**config.mk**
```make
export PLATFORM = sky130hd
export DESIGN_NAME = ps2_key_tx_flat
export DESIGN_NICKNAME = d
export VERILOG_FILES = /design/src/rtl/ps2_key_tx_pkg.sv /design/src/rtl/ps2_key_tx_if.sv /design/src/rtl/ps2_frame_tx.sv /design/src/rtl/ps2_key_tx.sv /design/src/flat_wrapper.sv
export SDC_FILE = /design/constraint.sdc
export NUM_CORES = 1
export LEC_CHECK = 0
export CAP_MARGIN = 15
export CORE_UTILIZATION = 52
export DETAILED_ROUTE_END_ITERATION = 8
export PLACE_DENSITY = 0.75
export SYNTH_ARGS = -nofsm -noshare
export SYNTH_HDL_FRONTEND = slang
export SYNTH_SLANG_ARGS = --single-unit
```
**constraint.sdc**
```tcl
create_clock -name clk -period 2 [get_ports clk]
set_clock_uncertainty 0.15 [all_clocks]
set_input_delay 0.3 -clock clk [delete_from_list [all_inputs] [get_ports clk]]
set_output_delay 0.3 -clock clk [all_outputs]
set_load 0.005 [all_outputs]
```
**src/rtl/ps2_key_tx_pkg.sv**
```systemverilog
// Shared definitions for the PS/2 key transmitter: key codes, set-2 scan codes, FSM states.
// The FSM state list depends on PS2_TX_BREAK_EN (break prefix/gap states only when enabled).
package ps2_key_pkg;

  localparam logic [3:0] KEY_0     = 4'd0;
  localparam logic [3:0] KEY_1     = 4'd1;
  localparam logic [3:0] KEY_2     = 4'd2;
  localparam logic [3:0] KEY_3     = 4'd3;
  localparam logic [3:0] KEY_4     = 4'd4;
  localparam logic [3:0] KEY_5     = 4'd5;
  localparam logic [3:0] KEY_6     = 4'd6;
  localparam logic [3:0] KEY_7     = 4'd7;
  localparam logic [3:0] KEY_8     = 4'd8;
  localparam logic [3:0] KEY_9     = 4'd9;
  localparam logic [3:0] KEY_ENTER = 4'd10;
  localparam logic [3:0] KEY_A     = 4'd11;
  localparam logic [3:0] KEY_S     = 4'd12;
  localparam logic [3:0] KEY_M     = 4'd13;

  localparam logic [7:0] SC_0     = 8'h70;
  localparam logic [7:0] SC_1     = 8'h69;
  localparam logic [7:0] SC_2     = 8'h72;
  localparam logic [7:0] SC_3     = 8'h7A;
  localparam logic [7:0] SC_4     = 8'h6B;
  localparam logic [7:0] SC_5     = 8'h73;
  localparam logic [7:0] SC_6     = 8'h74;
  localparam logic [7:0] SC_7     = 8'h6C;
  localparam logic [7:0] SC_8     = 8'h75;
  localparam logic [7:0] SC_9     = 8'h7D;
  localparam logic [7:0] SC_ENTER = 8'h5A;
  localparam logic [7:0] SC_A     = 8'h1C;
  localparam logic [7:0] SC_S     = 8'h1B;
  localparam logic [7:0] SC_M     = 8'h3A;
  localparam logic [7:0] SC_BREAK = 8'hF0;

`ifdef PS2_TX_BREAK_EN
  typedef enum logic [1:0] {
    ST_IDLE         = 2'd0,
    ST_FRAME_PREFIX = 2'd1,
    ST_GAP          = 2'd2,
    ST_FRAME_CODE   = 2'd3
  } tx_state_e;
`else
  typedef enum logic [0:0] {
    ST_IDLE       = 1'b0,
    ST_FRAME_CODE = 1'b1
  } tx_state_e;
`endif

  function automatic logic odd_parity(input logic [7:0] b);
    return ~^b;
  endfunction

  function automatic logic key_is_valid(input logic [3:0] c);
    return (c <= KEY_M);
  endfunction

  function automatic logic [7:0] encode_key(input logic [3:0] c);
    logic [7:0] sc;
    case (c)
      KEY_0:     sc = SC_0;
      KEY_1:     sc = SC_1;
      KEY_2:     sc = SC_2;
      KEY_3:     sc = SC_3;
      KEY_4:     sc = SC_4;
      KEY_5:     sc = SC_5;
      KEY_6:     sc = SC_6;
      KEY_7:     sc = SC_7;
      KEY_8:     sc = SC_8;
      KEY_9:     sc = SC_9;
      KEY_ENTER: sc = SC_ENTER;
      KEY_A:     sc = SC_A;
      KEY_S:     sc = SC_S;
      KEY_M:     sc = SC_M;
      default:   sc = 8'h00;
    endcase
    return sc;
  endfunction

endpackage

```
**src/rtl/ps2_key_tx_if.sv**
```systemverilog
// Key request handshake, status flags and PS/2 line levels of ps2_key_tx.
interface ps2_key_tx_if;
  logic [3:0] key_code;
  logic       key_release;
  logic       key_valid;
  logic       key_ready;
  logic       busy;
  logic       bad_code;
  logic       ps2_clk_o;
  logic       ps2_data_o;

  modport master (
    output key_code, key_release, key_valid,
    input  key_ready, busy, bad_code, ps2_clk_o, ps2_data_o
  );

  modport slave (
    input  key_code, key_release, key_valid,
    output key_ready, busy, bad_code, ps2_clk_o, ps2_data_o
  );
endinterface

```
**src/rtl/ps2_frame_tx.sv**
```systemverilog
// Serializes one byte as an 11-bit PS/2 frame (start, 8 data LSB first, odd parity, stop).
// done_o marks the last cycle of the stop slot so the caller can react on the same edge.
module ps2_frame_tx
  import ps2_key_pkg::*;
#(
  parameter int HALF_PERIOD = 3000
) (
  input  logic       clk,
  input  logic       rst,
  input  logic       start_i,
  input  logic [7:0] byte_i,
  output logic       ps2_clk_o,
  output logic       ps2_data_o,
  output logic       done_o
);

  localparam int SLOT = 2 * HALF_PERIOD;
  localparam int CW   = (SLOT > 1) ? $clog2(SLOT) : 1;
  localparam logic [CW-1:0] CNT_LAST = CW'(SLOT - 1);
  localparam logic [CW-1:0] CNT_HALF = CW'(HALF_PERIOD - 1);
  localparam logic [CW-1:0] CNT_ONE  = CW'(1);
  localparam logic [3:0]    BIT_LAST = 4'd10;

  logic          active_q;
  logic [CW-1:0] cnt_q;
  logic [3:0]    bit_q;
  logic [9:0]    shift_q;
  logic          clk_q;
  logic          data_q;

  assign done_o     = active_q && (bit_q == BIT_LAST) && (cnt_q == CNT_LAST);
  assign ps2_clk_o  = clk_q;
  assign ps2_data_o = data_q;

  // Slot timing and shift register; shift_q holds the bits still to send after the start bit.
  always_ff @(posedge clk) begin
    if (rst) begin
      active_q <= 1'b0;
      cnt_q    <= {CW{1'b0}};
      bit_q    <= 4'd0;
      shift_q  <= 10'd0;
      clk_q    <= 1'b1;
      data_q   <= 1'b1;
    end else if (!active_q) begin
      cnt_q  <= {CW{1'b0}};
      bit_q  <= 4'd0;
      clk_q  <= 1'b1;
      data_q <= 1'b1;
      if (start_i) begin
        active_q <= 1'b1;
        data_q   <= 1'b0;
        shift_q  <= {1'b1, odd_parity(byte_i), byte_i};
      end
    end else if (cnt_q == CNT_LAST) begin
      cnt_q <= {CW{1'b0}};
      clk_q <= 1'b1;
      if (bit_q == BIT_LAST) begin
        active_q <= 1'b0;
        data_q   <= 1'b1;
      end else begin
        bit_q   <= bit_q + 4'd1;
        data_q  <= shift_q[0];
        shift_q <= {1'b0, shift_q[9:1]};
      end
    end else begin
      cnt_q <= cnt_q + CNT_ONE;
      if (cnt_q == CNT_HALF) begin
        clk_q <= 1'b0;
      end
    end
  end

endmodule

```
**src/rtl/ps2_key_tx.sv**
```systemverilog
// PS/2 keyboard transmitter top: key handshake, scan-code encoder and event FSM.
// PS2_TX_BREAK_EN enables F0-prefixed break sequences; otherwise break events send nothing.
module ps2_key_tx
  import ps2_key_pkg::*;
#(
  parameter int HALF_PERIOD = 3000
`ifdef PS2_TX_BREAK_EN
  , parameter int GAP = 6000
`endif
) (
  input logic          clk,
  input logic          rst,
  ps2_key_tx_if.slave  kif
);

`ifdef PS2_TX_BREAK_EN
  localparam int GW = (GAP > 1) ? $clog2(GAP) : 1;
  localparam logic [GW-1:0] GAP_LAST = GW'(GAP - 1);
  localparam logic [GW-1:0] GAP_ONE  = GW'(1);

  logic [GW-1:0] gap_cnt_q;
  logic [3:0]    code_q;
`endif

  tx_state_e  state_q;
  logic       key_ready_q;
  logic       busy_q;
  logic       bad_code_q;

  logic       accept_s;
  logic       code_ok_s;
  logic       frame_start_s;
  logic [7:0] frame_byte_s;
  logic       frame_done_s;
  logic       ps2_clk_s;
  logic       ps2_data_s;

  // First frame starts on the acceptance edge so the start bit appears one cycle later.
  always_comb begin
    accept_s      = kif.key_valid && key_ready_q && (state_q == ST_IDLE);
    code_ok_s     = key_is_valid(kif.key_code);
    frame_start_s = 1'b0;
    frame_byte_s  = encode_key(kif.key_code);
`ifdef PS2_TX_BREAK_EN
    if (accept_s && code_ok_s) begin
      frame_start_s = 1'b1;
      frame_byte_s  = kif.key_release ? SC_BREAK : encode_key(kif.key_code);
    end else if ((state_q == ST_GAP) && (gap_cnt_q == GAP_LAST)) begin
      frame_start_s = 1'b1;
      frame_byte_s  = encode_key(code_q);
    end else begin
      frame_start_s = 1'b0;
    end
`else
    if (accept_s && code_ok_s && !kif.key_release) begin
      frame_start_s = 1'b1;
    end else begin
      frame_start_s = 1'b0;
    end
`endif
  end

  // Event FSM with registered handshake and status outputs.
  always_ff @(posedge clk) begin
    if (rst) begin
      state_q     <= ST_IDLE;
      key_ready_q <= 1'b1;
      busy_q      <= 1'b0;
      bad_code_q  <= 1'b0;
`ifdef PS2_TX_BREAK_EN
      gap_cnt_q   <= {GW{1'b0}};
      code_q      <= 4'd0;
`endif
    end else begin
      bad_code_q <= 1'b0;
      case (state_q)
        ST_IDLE: begin
          if (accept_s) begin
            key_ready_q <= 1'b0;
            busy_q      <= 1'b1;
            if (!code_ok_s) begin
              bad_code_q <= 1'b1;
            end else if (kif.key_release) begin
`ifdef PS2_TX_BREAK_EN
              state_q <= ST_FRAME_PREFIX;
              code_q  <= kif.key_code;
`endif
            end else begin
              state_q <= ST_FRAME_CODE;
            end
          end else begin
            // Also closes the one-cycle busy window of frameless events.
            key_ready_q <= 1'b1;
            busy_q      <= 1'b0;
          end
        end
`ifdef PS2_TX_BREAK_EN
        ST_FRAME_PREFIX: begin
          if (frame_done_s) begin
            state_q   <= ST_GAP;
            gap_cnt_q <= {GW{1'b0}};
          end
        end
        ST_GAP: begin
          if (gap_cnt_q == GAP_LAST) begin
            state_q <= ST_FRAME_CODE;
          end else begin
            gap_cnt_q <= gap_cnt_q + GAP_ONE;
          end
        end
`endif
        ST_FRAME_CODE: begin
          if (frame_done_s) begin
            state_q     <= ST_IDLE;
            key_ready_q <= 1'b1;
            busy_q      <= 1'b0;
          end
        end
        default: begin
          state_q     <= ST_IDLE;
          key_ready_q <= 1'b1;
          busy_q      <= 1'b0;
        end
      endcase
    end
  end

  ps2_frame_tx #(
    .HALF_PERIOD (HALF_PERIOD)
  ) u_frame (
    .clk        (clk),
    .rst        (rst),
    .start_i    (frame_start_s),
    .byte_i     (frame_byte_s),
    .ps2_clk_o  (ps2_clk_s),
    .ps2_data_o (ps2_data_s),
    .done_o     (frame_done_s)
  );

  assign kif.key_ready  = key_ready_q;
  assign kif.busy       = busy_q;
  assign kif.bad_code   = bad_code_q;
  assign kif.ps2_clk_o  = ps2_clk_s;
  assign kif.ps2_data_o = ps2_data_s;

endmodule

```
**src/flat_wrapper.sv**
```systemverilog
// flat-port wrapper written by rule: the top's interface ports become plain ports
module ps2_key_tx_flat import ps2_key_pkg::*;
#(
  parameter int HALF_PERIOD = 3000

)
  (clk, rst, kif_key_code, kif_key_release, kif_key_valid, kif_key_ready, kif_busy, kif_bad_code, kif_ps2_clk_o, kif_ps2_data_o);
  ps2_key_tx_if kif_i ();
  input logic clk;
  input logic rst;
  input wire logic [$bits(kif_i.key_code)-1:0] kif_key_code;
  input wire logic [$bits(kif_i.key_release)-1:0] kif_key_release;
  input wire logic [$bits(kif_i.key_valid)-1:0] kif_key_valid;
  output wire logic [$bits(kif_i.key_ready)-1:0] kif_key_ready;
  output wire logic [$bits(kif_i.busy)-1:0] kif_busy;
  output wire logic [$bits(kif_i.bad_code)-1:0] kif_bad_code;
  output wire logic [$bits(kif_i.ps2_clk_o)-1:0] kif_ps2_clk_o;
  output wire logic [$bits(kif_i.ps2_data_o)-1:0] kif_ps2_data_o;
  assign kif_i.key_code = kif_key_code;
  assign kif_i.key_release = kif_key_release;
  assign kif_i.key_valid = kif_key_valid;
  assign kif_key_ready = kif_i.key_ready;
  assign kif_busy = kif_i.busy;
  assign kif_bad_code = kif_i.bad_code;
  assign kif_ps2_clk_o = kif_i.ps2_clk_o;
  assign kif_ps2_data_o = kif_i.ps2_data_o;
  ps2_key_tx #(.HALF_PERIOD(HALF_PERIOD)) u_core (.clk(clk), .rst(rst), .kif(kif_i));
endmodule
```
==> results of run 1 <==
[report_power, final]
group	internal [uW]	switching, uW
registers	698	14.5
logic	141	143
clock network	158	211
[layer usage]
layer | track usage, % | routed length (um)
met5 | 0 | 0
met2 | 38.4 | 2130
met4 | 11.7 | 46
met1 | 26.5 | 1900
met3 | 5.46 | 127
[repair_timing]
item | 4_1_cts | 5_1_grt
buffers inserted | 4 | 2
pin swaps | 3 | 0
gates resized for setup | 14 | 10
hold endpoints to repair | 0 | 0
endpoints found under the setup margin | 9 | 9
cloned | 0 | 0
[logic make-up after synthesis]
logic type | count (synthesis) | share of synthesized area [%]
compound gates | 36 | 12.3
xor+xnor | 20 | 9.64
fa+ha+maj | 9 | 6.19
buf+inv | 18 | 4.34
flops | 34 | 37.4
mux | 7 | 3.85
simple gates | 97 | 26.2
[worst max-delay path, delay by kind of cell]
family	cells	cell delay, ns
AO/OA/AOI/OAI	3	0.69
adder cells (fa/ha/maj)	1	0.26
buffers and inverters	2	0.34
AND/OR/NAND/NOR	2	0.22
multiplexers	1	0.11
XOR/XNOR	1	0.23
[per-stage QoR]
stage               utilization (%)  hold slack [ns]  worst slack [ns]
floorplan                         -            0.280           -0.0229
global placement               68.7            0.287            -0.551
detailed placement             68.7            0.297            -0.618
CTS                            72.5            0.319          -0.00313
global route                   73.9            0.338            -0.130
finish                         73.9            0.319           -0.0126
[layout make-up]
type                            instances  share of cell area (%)
Timing Repair Buffer                   60                    19.9
Inverter                                9                    1.37
Clock buffer                            6                    2.08
Multi-Input combinational cell        169                    46.5
Tap cell                               46                    2.34
Sequential cell                        34                    27.8
[worst max path at each step]
stage | endpoint | cells after the start
after global routing | u_core.u_frame.shift_q[8] | 10
after CTS | u_core.u_frame.shift_q[8] | 8
after floorplan | u_core.u_frame.shift_q[8] | 8
after global placement | u_core.u_frame.shift_q[8] | 10
after detailed placement | u_core.u_frame.shift_q[8] | 10
final | u_core.u_frame.shift_q[8] | 10
[synth_stat cells, drive strengths merged, types with 5 or more instances]
| library cell | number |
|---|---|
| clkbuf | 6 |
| inv | 9 |
| xnor2 | 8 |
| ha | 9 |
| nor2 | 46 |
| o21ai | 11 |
| nand2b | 5 |
| mux2i | 7 |
| nand2 | 13 |
| dfxtp | 34 |
| xor2 | 12 |
| nand3 | 7 |
| a21oi | 14 |
[sequential cells by signal, summed over array words and instances, names as in the netlist]
| register | flops |
|---|---|
| u_core.kif.bad_code | 1 |
| u_core.kif.busy | 1 |
| u_core.kif.key_ready | 1 |
| u_core.state_q | 1 |
| u_core.u_frame.active_q | 1 |
| u_core.u_frame.bit_q | 4 |
| u_core.u_frame.cnt_q | 13 |
| u_core.u_frame.ps2_clk_o | 1 |
| u_core.u_frame.ps2_data_o | 1 |
| u_core.u_frame.shift_q | 10 |
==> results_dict.tcl, run 1 <==
set metrics [dict create \
    drive_above_1_share_pct 28.1 \
    vias 1706 \
    die_x_um 61.1 \
    period_share_pct 101 \
    critPathKind "primary input to flop" \
    hpwl_um 2810 \
    grt_pass1_wl_um 6140 \
    coreArea_um2 3340 \
    reg2reg_depth 8 \
    ys.flop_type "dfxtp_1" \
    netlist_area_um2 1820 \
    cts_sinks 34 \
    synth_edf_count 0 \
    port_buffers 12 \
    avgSynthCellArea_um2 8.23 \
    syn_nets 238 \
    multiInputGateArea_um2 1150 \
    status "finished, violations left" \
    ctsLongestPathBuffers 2 \
    fin_crit_ns 2.01 \
    worstPathArrival_ns 2.15 \
    rsz0062_at_grt "true" \
    h-tree-depth 2 \
    cts_tree "done" \
    path_cells "dlygate4sd2_1, inv_2, ha_2, and2_1, o21bai_1, xor2_1, o22ai_1, a2111oi_4, mux2i_1, nand2_1" \
    first_pass_iters 4 \
    cts_buffers 5 \
    crit_path_start_kind "primary input" \
    grt_pass1_vias 1506 \
    power.density_nw_per_um2 554 \
    remaining_drc_errors 0 \
    initial_core_util_pct 54.5 \
    peakVddDrop_mv 0.425 \
    placed_cells 312 \
    final.setup.worst_slack_ns -0.0126 \
    violations "negative setup slack" \
    cts-root-buf "clkbuf_4" \
    antenna_found_initial 0 \
    ff2ff_setup_slack_ns 0 \
    synthDominantCellAreaShare_pct 37.4 \
    p_total_uw 1370 \
    syn-instance-count 221 \
    fill_cells 246 \
    r2r-end "u_core.u_frame.shift_q[8]" \
    drv_slew 0 \
    rows 21 \
    design.die.area_um2 3740 \
    die_h_um 61.1 \
    worstSetupEndpointType "flop" \
    final_common_cell "buf_4" \
    holdCritStartpoint "u_core.u_frame.ps2_clk_o" \
    via_per_inst 5.27 \
    io_pins 13 \
    track_usage_pct 22.6 \
    ys_seq_area_share_pct 37.4 \
    holdPathStages 1 \
    cp.required_ns 2.14 \
    setup_viol 1 \
    crit_slowest_cell "a2111oi_4" \
    holdPathEnd "u_core.u_frame.ps2_clk_o" \
    drt_iter0_markers 87 \
    final_cell_mix "buf_4, nor2_1, dfxtp_1, nand2_1" \
    synth_cell_type_count 44 \
    grt_start_max_net_pins 19 \
    holdBufCountCts 0 \
    ys_ff_latch 34 \
    area_growth_pct 35.6 \
    grt_overflow_total 0 \
    final_nets 296 \
    finalHoldViolations 0 \
    clock_latency_ns 0.34 \
    clkTransAtPathRegs_ns 0.09 \
    final_cells 324 \
    tightest_slew_ns 0.323 \
    total_leakage_power_uw 0.00102 \
    holdCritPathClass "flop to flop" \
    place_congestion 0.856 \
    max_stage_delay_ns 0.34 \
    ys_warn_count 0 \
    ys_async_sr_fraction_pct 0 \
    r2r-start "u_core.u_frame.cnt_q[11]" \
    finalSetupTns_ns -0.0126 \
    yosys.area.top_type "dfxtp_1" \
    synth.area.top_cells "dfxtp_1, nor2_1, ha_1" \
    fmax_mhz 497 \
    wirelength_um 4210 \
    seq_area_um2 686 \
    critPathLaunch "kif_key_code[1]" \
    postLayoutCellArea_um2 2460 \
    dpl_cell_area_um2 2290 \
    diodes 0 \
    maxCapViolations 0 \
    ant_nets 0 \
    slew_headroom_pct 78.4 \
    drt-wirelength-per-cell_um 13.0 \
    crit_path_max_fanout 3 \
]
Power figures use the tool's default switching activity.
==> run 2: changes to the inputs <==
GPL_TIMING_DRIVEN = 1   (was default)
==> results of run 2 <==
The final DEF is identical to that of run 1; final timing and power are the same.
==> run 3: changes to the inputs <==
CORE_UTILIZATION = 45   (was 52)
PLACE_DENSITY = 0.66   (was 0.75)
==> run 3 against run 2 <==
The run still ends with negative setup slack left. Register-to-register slack got worse by 0.07 ns. Power increased by 13%. Critical path depth decreased by 2. Design area increased by 3.8%. Flip-flop and latch count unchanged. Highest routed layer unchanged. Utilization decreased by 6.0 points. Critical endpoint unchanged. Combinational power increased by 4%. First-iteration DRC count decreased by 2.3%. Setup slack got worse by 0.056 ns. Largest cell class unchanged. Hold slack got worse by 0.0089 ns. Non-clock buffer count decreased by 1.
==> results_dict.tcl, run 3 (same netlist as run 1, synthesis figures left out) <==
set metrics [dict create \
    ff2ff_setup_slack_ns -0.07 \
    cts_tree "done" \
    crit_path_max_fanout 5 \
    power.density_nw_per_um2 601 \
    die_h_um 65.6 \
    holdPathStages 2 \
    p_comb_share_pct 19.3 \
    tightest_slew_ns 0.441 \
    clock_latency_ns 0.28 \
    postLayoutCellArea_um2 2560 \
    drt_iter0_markers 85 \
    reg2reg_depth 8 \
    rsz0062_at_grt "true" \
    clkTransAtPathRegs_ns 0.08 \
    initial_core_util_pct 48.2 \
    vias 1654 \
    final.setup.worst_slack_ns -0.0685 \
    die_x_um 65.6 \
    final_cell_mix "buf_4, nor2_1, dfxtp_1, nand2_1" \
    cts_sinks 34 \
    swShare_pct 27.0 \
    worstPathArrival_ns 2.15 \
    port_buffers 12 \
    grt_overflow_total 0 \
    first_pass_iters 4 \
    period_share_pct 103 \
    drt-wirelength-per-cell_um 13.0 \
    peakVddDrop_mv 0.531 \
    multiInputGateArea_um2 1190 \
    total_leakage_power_uw 0.00104 \
    fin_crit_ns 2.07 \
    holdPathEnd "u_core.kif.busy" \
    slew_headroom_pct 70.5 \
    cts_buffers 5 \
    setup_viol 6 \
    antenna_found_initial 0 \
    hpwl_um 2710 \
    holdCritPathClass "flop to flop" \
    finalHoldViolations 0 \
    h-tree-depth 2 \
    largest_reg_flops 13 \
    wirelength_um 4250 \
    grt_pass1_vias 1532 \
    ctsLongestPathBuffers 2 \
    grt_start_max_net_pins 19 \
    violations "negative setup slack" \
    place_congestion 0.801 \
    fmax_mhz 483 \
    coreArea_um2 3770 \
    remaining_drc_errors 0 \
    status "finished, violations left" \
    holdCritStartpoint "u_core.kif.busy" \
    dpl_cell_area_um2 2290 \
    r2r-end "u_core.u_frame.shift_q[8]" \
    crit_path_start_kind "flop" \
    worstSetupEndpointType "flop" \
    largest-register "u_core.u_frame.cnt_q" \
    io_pins 13 \
    maxCapViolations 0 \
    fill_cells 312 \
    cts-root-buf "clkbuf_8" \
    final_nets 295 \
    internal-power_uw 1120 \
    via_per_inst 5.06 \
    holdWs_ns 0.310 \
    r2r-start "u_core.u_frame.cnt_q[11]" \
    critPathKind "flop to flop" \
    ant_nets 0 \
    drive_above_1_share_pct 28.3 \
    drv_slew 0 \
    rows 22 \
    p_clk_share_pct 34.3 \
    switchingPower_uw 415 \
    area_growth_pct 40.7 \
    design.die.area_um2 4300 \
    reg_top3 "u_core.u_frame.cnt_q: 13 flops, u_core.u_frame.shift_q: 10 flops, u_core.u_frame.bit_q: 4 flops" \
    seqPwrFrac_pct 46.4 \
    diodes 0 \
    final_common_cell "buf_4" \
    grt_pass1_wl_um 6750 \
    cp.required_ns 2.08 \
    seq_area_um2 683 \
    track_usage_pct 20.8 \
]
-- run 3: changes by cell type in the layout (fill, tap and decap cells not counted), moves of 3 or more --
cell,change
clkbuf_4,-5
clkbuf_8,+5
nor2_2,-3
nor2_4,+3
-- run 3: metrics by stage --
| step | util [%] | cells | setup TNS (ns) | total power [uW] | worst slack [ns] |
|---|---|---|---|---|---|
| after detailed placement | 60.7 | 313 | -5.68 | 973 | -0.589 |
| after global routing | 67.8 | 327 | -0.716 | 1610 | -0.150 |
| after global placement | 60.7 | 313 | -5.34 | 971 | -0.538 |
| final | 67.8 | 327 | -0.126 | 1540 | -0.0685 |
| after CTS | 66.1 | 323 | -0.146 | 1520 | -0.0395 |
| after floorplan | - | 221 | -0.0229 | 873 | -0.0229 |
-- run 3: worst max-delay path by stage --
stage / depth (start not counted) / start / slack, ns / endpoint
finish: 8 / u_core.u_frame.cnt_q[11] / -0.07 / u_core.u_frame.shift_q[8]
global route: 10 / kif_key_code[1] / -0.15 / u_core.u_frame.shift_q[8]
CTS: 10 / kif_key_code[0] / -0.04 / u_core.u_frame.shift_q[0]
detailed placement: 10 / kif_key_code[0] / -0.59 / u_core.u_frame.shift_q[8]
global placement: 10 / kif_key_code[0] / -0.54 / u_core.u_frame.shift_q[8]
floorplan: 8 / u_core.u_frame.cnt_q[12] / -0.02 / u_core.u_frame.shift_q[8]
-- run 3: power by group through the flow --
stage                     combinational, uW  sequential, uW  clock [uW]
after floorplan                         150             723           0
after global placement                  244             727           0
after detailed placement                246             727           0
after CTS                               272             712         536
after global routing                    322             717         574
final                                   296             714         527
-- run 3: critical path, stage by stage (launching register included) --
cell and delay [ns]:
dfxtp_2 0.32, or3b_4 0.39, nor4_4 0.24, and2b_2 0.22, a21oi_4 0.07, buf_12 0.15
a2111oi_4 0.27, mux2i_1 0.12, nand2_1 0.08
-- run 3: final cells by class --
| cell class | count | area share, % |
|---|---|---|
| multi-input combinational | 169 | 46.5 |
| sequential | 34 | 26.7 |
| timing repair buffer | 59 | 19.4 |
| clock buffer | 6 | 3.23 |
| tap | 48 | 2.35 |
| inverter | 9 | 1.32 |
| clock inverter | 2 | 0.489 |
-- run 3: routing by layer --
metal | vias up | share of wire [%] | global-route usage, %
li1 | 854 | - | -
met1 | 775 | 48 | 27.1
met2 | 21 | 48 | 33.1
met3 | 4 | 2.6 | 5.03
met4 | 0 | 0.99 | 7.61
met5 | - | 0 | 0
-- run 3: what timing repair did --
action                     in CTS  in global routing
gates cloned                    1                  0
setup buffers                   2                  4
gates resized for setup        17                 15
hold buffers                    0                  0
setup endpoints to repair       9                  9
pin swaps                       6                  4
==> patch (settings of run 3) <==
Compare `cnt_q` against `CNT_LAST` with >= in place of ==.
--- a/src/rtl/ps2_frame_tx.sv
+++ b/src/rtl/ps2_frame_tx.sv
@@ -29,5 +29,5 @@
   logic          data_q;
 
-  assign done_o     = active_q && (bit_q == BIT_LAST) && (cnt_q == CNT_LAST);
+  assign done_o     = active_q && (bit_q == BIT_LAST) && (cnt_q >= CNT_LAST);
   assign ps2_clk_o  = clk_q;
   assign ps2_data_o = data_q;
Check against the original RTL: same outputs for any inputs over 10 cycles, from zero or initial values and one cycle with rst high; that may be too few to reach the edited logic, so the function may still have changed.
==> patch against run 3 <==
- synthesized area is 3.8% higher
- count of clock-buffer cells in the layout is 1 lower
- final area is 1.5% lower
- highest routed layer unchanged
- worst setup slack better by 0.052 ns
- the flow still finishes with violations (negative setup slack)
- via count is 0.18% higher
- sequential cell count stayed put
- routed wire length is 1.6% lower
- largest power group is now the clock network
- core utilization is 4.9 points lower
- critical path type is now in2reg
- power is 14% higher
==> patch: results (changes against run 3) <==
[sta]
hold_ws_ns = 0.301  ; was 0.310 ns
slew_headroom = 0.684  ; was 0.705
setup_ws_ns = -0.0169  ; was -0.0685 ns
setup_violations = 1  ; was 6
setup_tns_ns = -0.0169  ; was -0.126 ns

[layout]
buf_share = 0.151  ; was 0.194
clk_share = 0.0546  ; was 0.0372
nNetsFinal = 276  ; was 295
seq_share = 0.271  ; was 0.267

[global_routing]
grt_max_degree = 25  ; was 19
use_met2 = 0.312  ; was 0.331
grt_pass1_vias = 1488  ; was 1532
met3_usage = 0.0565  ; was 0.0503

[setup_path]
cp_data_arrival_time_ns = 2.07  ; was 2.15 ns
rrSetupSlack_ns = 0.07  ; was -0.07 ns
crit_path_top_delay_cell = mux4_2  ; was or3b_4
path_max_fanout = 3  ; was 5
ff2ff_path_depth = 6  ; was 8

[run_status]
status = complete, but fails checks  ; unchanged
violations = negative setup slack  ; unchanged

[yosys]
synth.net_count = 235  ; was 238
synthTopCellsByArea = dfxtp_1, ha_1, nor2_1  ; was dfxtp_1, nor2_1, ha_1
ys_types = 50  ; was 44

[placed_design]
place_inst = 301  ; was 313
routabilityCongestion = 0.837  ; was 0.801

[routing]
dr_wl_met3_um = 226  ; was 111 µm

[die]
core_area_um2 = 4000  ; was 3770 µm²

[power_and_ir_drop]
cellLeakagePower_uw = 0.000960  ; was 0.00104 µW

[hold_path]
hold_end = u_core.u_frame.shift_q[5]  ; was u_core.kif.busy

[patch: changes by cell type in the layout (fill, tap and decap cells not counted), moves of 4 or more]
| cell | delta |
|---|---|
| xor2_1 | -5 |
| a21oi_1 | -4 |
| buf_4 | -15 |
| mux2i_1 | -5 |
| nand2_1 | +11 |
| o211ai_1 | +4 |
| nor2_1 | -13 |
[patch: logic make-up (layout without fill, tap and decap cells)]
group,count (synthesis),after routing,share of synthesized area
AO/OA/AOI/OAI,39,39,0.155
XOR/XNOR,20,20,0.100
adder cells (fa/ha/maj),9,9,0.0597
buffers and inverters,17,59,0.0365
flip-flops,34,34,0.361
multiplexers,3,3,0.0225
AND/OR/NAND/NOR,96,96,0.266
[patch: timing repair]
action	4_1_cts	5_1_grt
hold buffers	0	0
gates cloned	0	0
resized for setup	23	7
pin swaps	8	2
hold endpoints to repair	0	0
setup buffers	3	0
endpoints found under the setup margin	30	22
[patch: worst max path at each step]
stage | from | end | slack, ns | cells after the start
4_1_cts | kif_key_code[1] | u_core.u_frame.shift_q[8] | 0.002 | 7
5_1_grt | kif_key_code[3] | u_core.u_frame.shift_q[8] | -0.07 | 7
3_5_place_dp | kif_key_code[0] | u_core.u_frame.shift_q[8] | -0.60 | 7
2_1_floorplan | u_core.u_frame.cnt_q[11] | u_core.u_frame.shift_q[8] | -0.08 | 5
3_3_place_gp | kif_key_code[0] | u_core.u_frame.shift_q[8] | -0.54 | 7
6_report | kif_key_code[1] | u_core.u_frame.shift_q[8] | -0.02 | 7
[patch: power by group through the flow]
stage          sequential (µW)  combinational, µW  clock (µW)
2_1_floorplan              724                152           0
3_3_place_gp               725                248           0
3_5_place_dp               726                249           0
4_1_cts                    710                269         785
5_1_grt                    713                302         815
6_report                   711                277         772
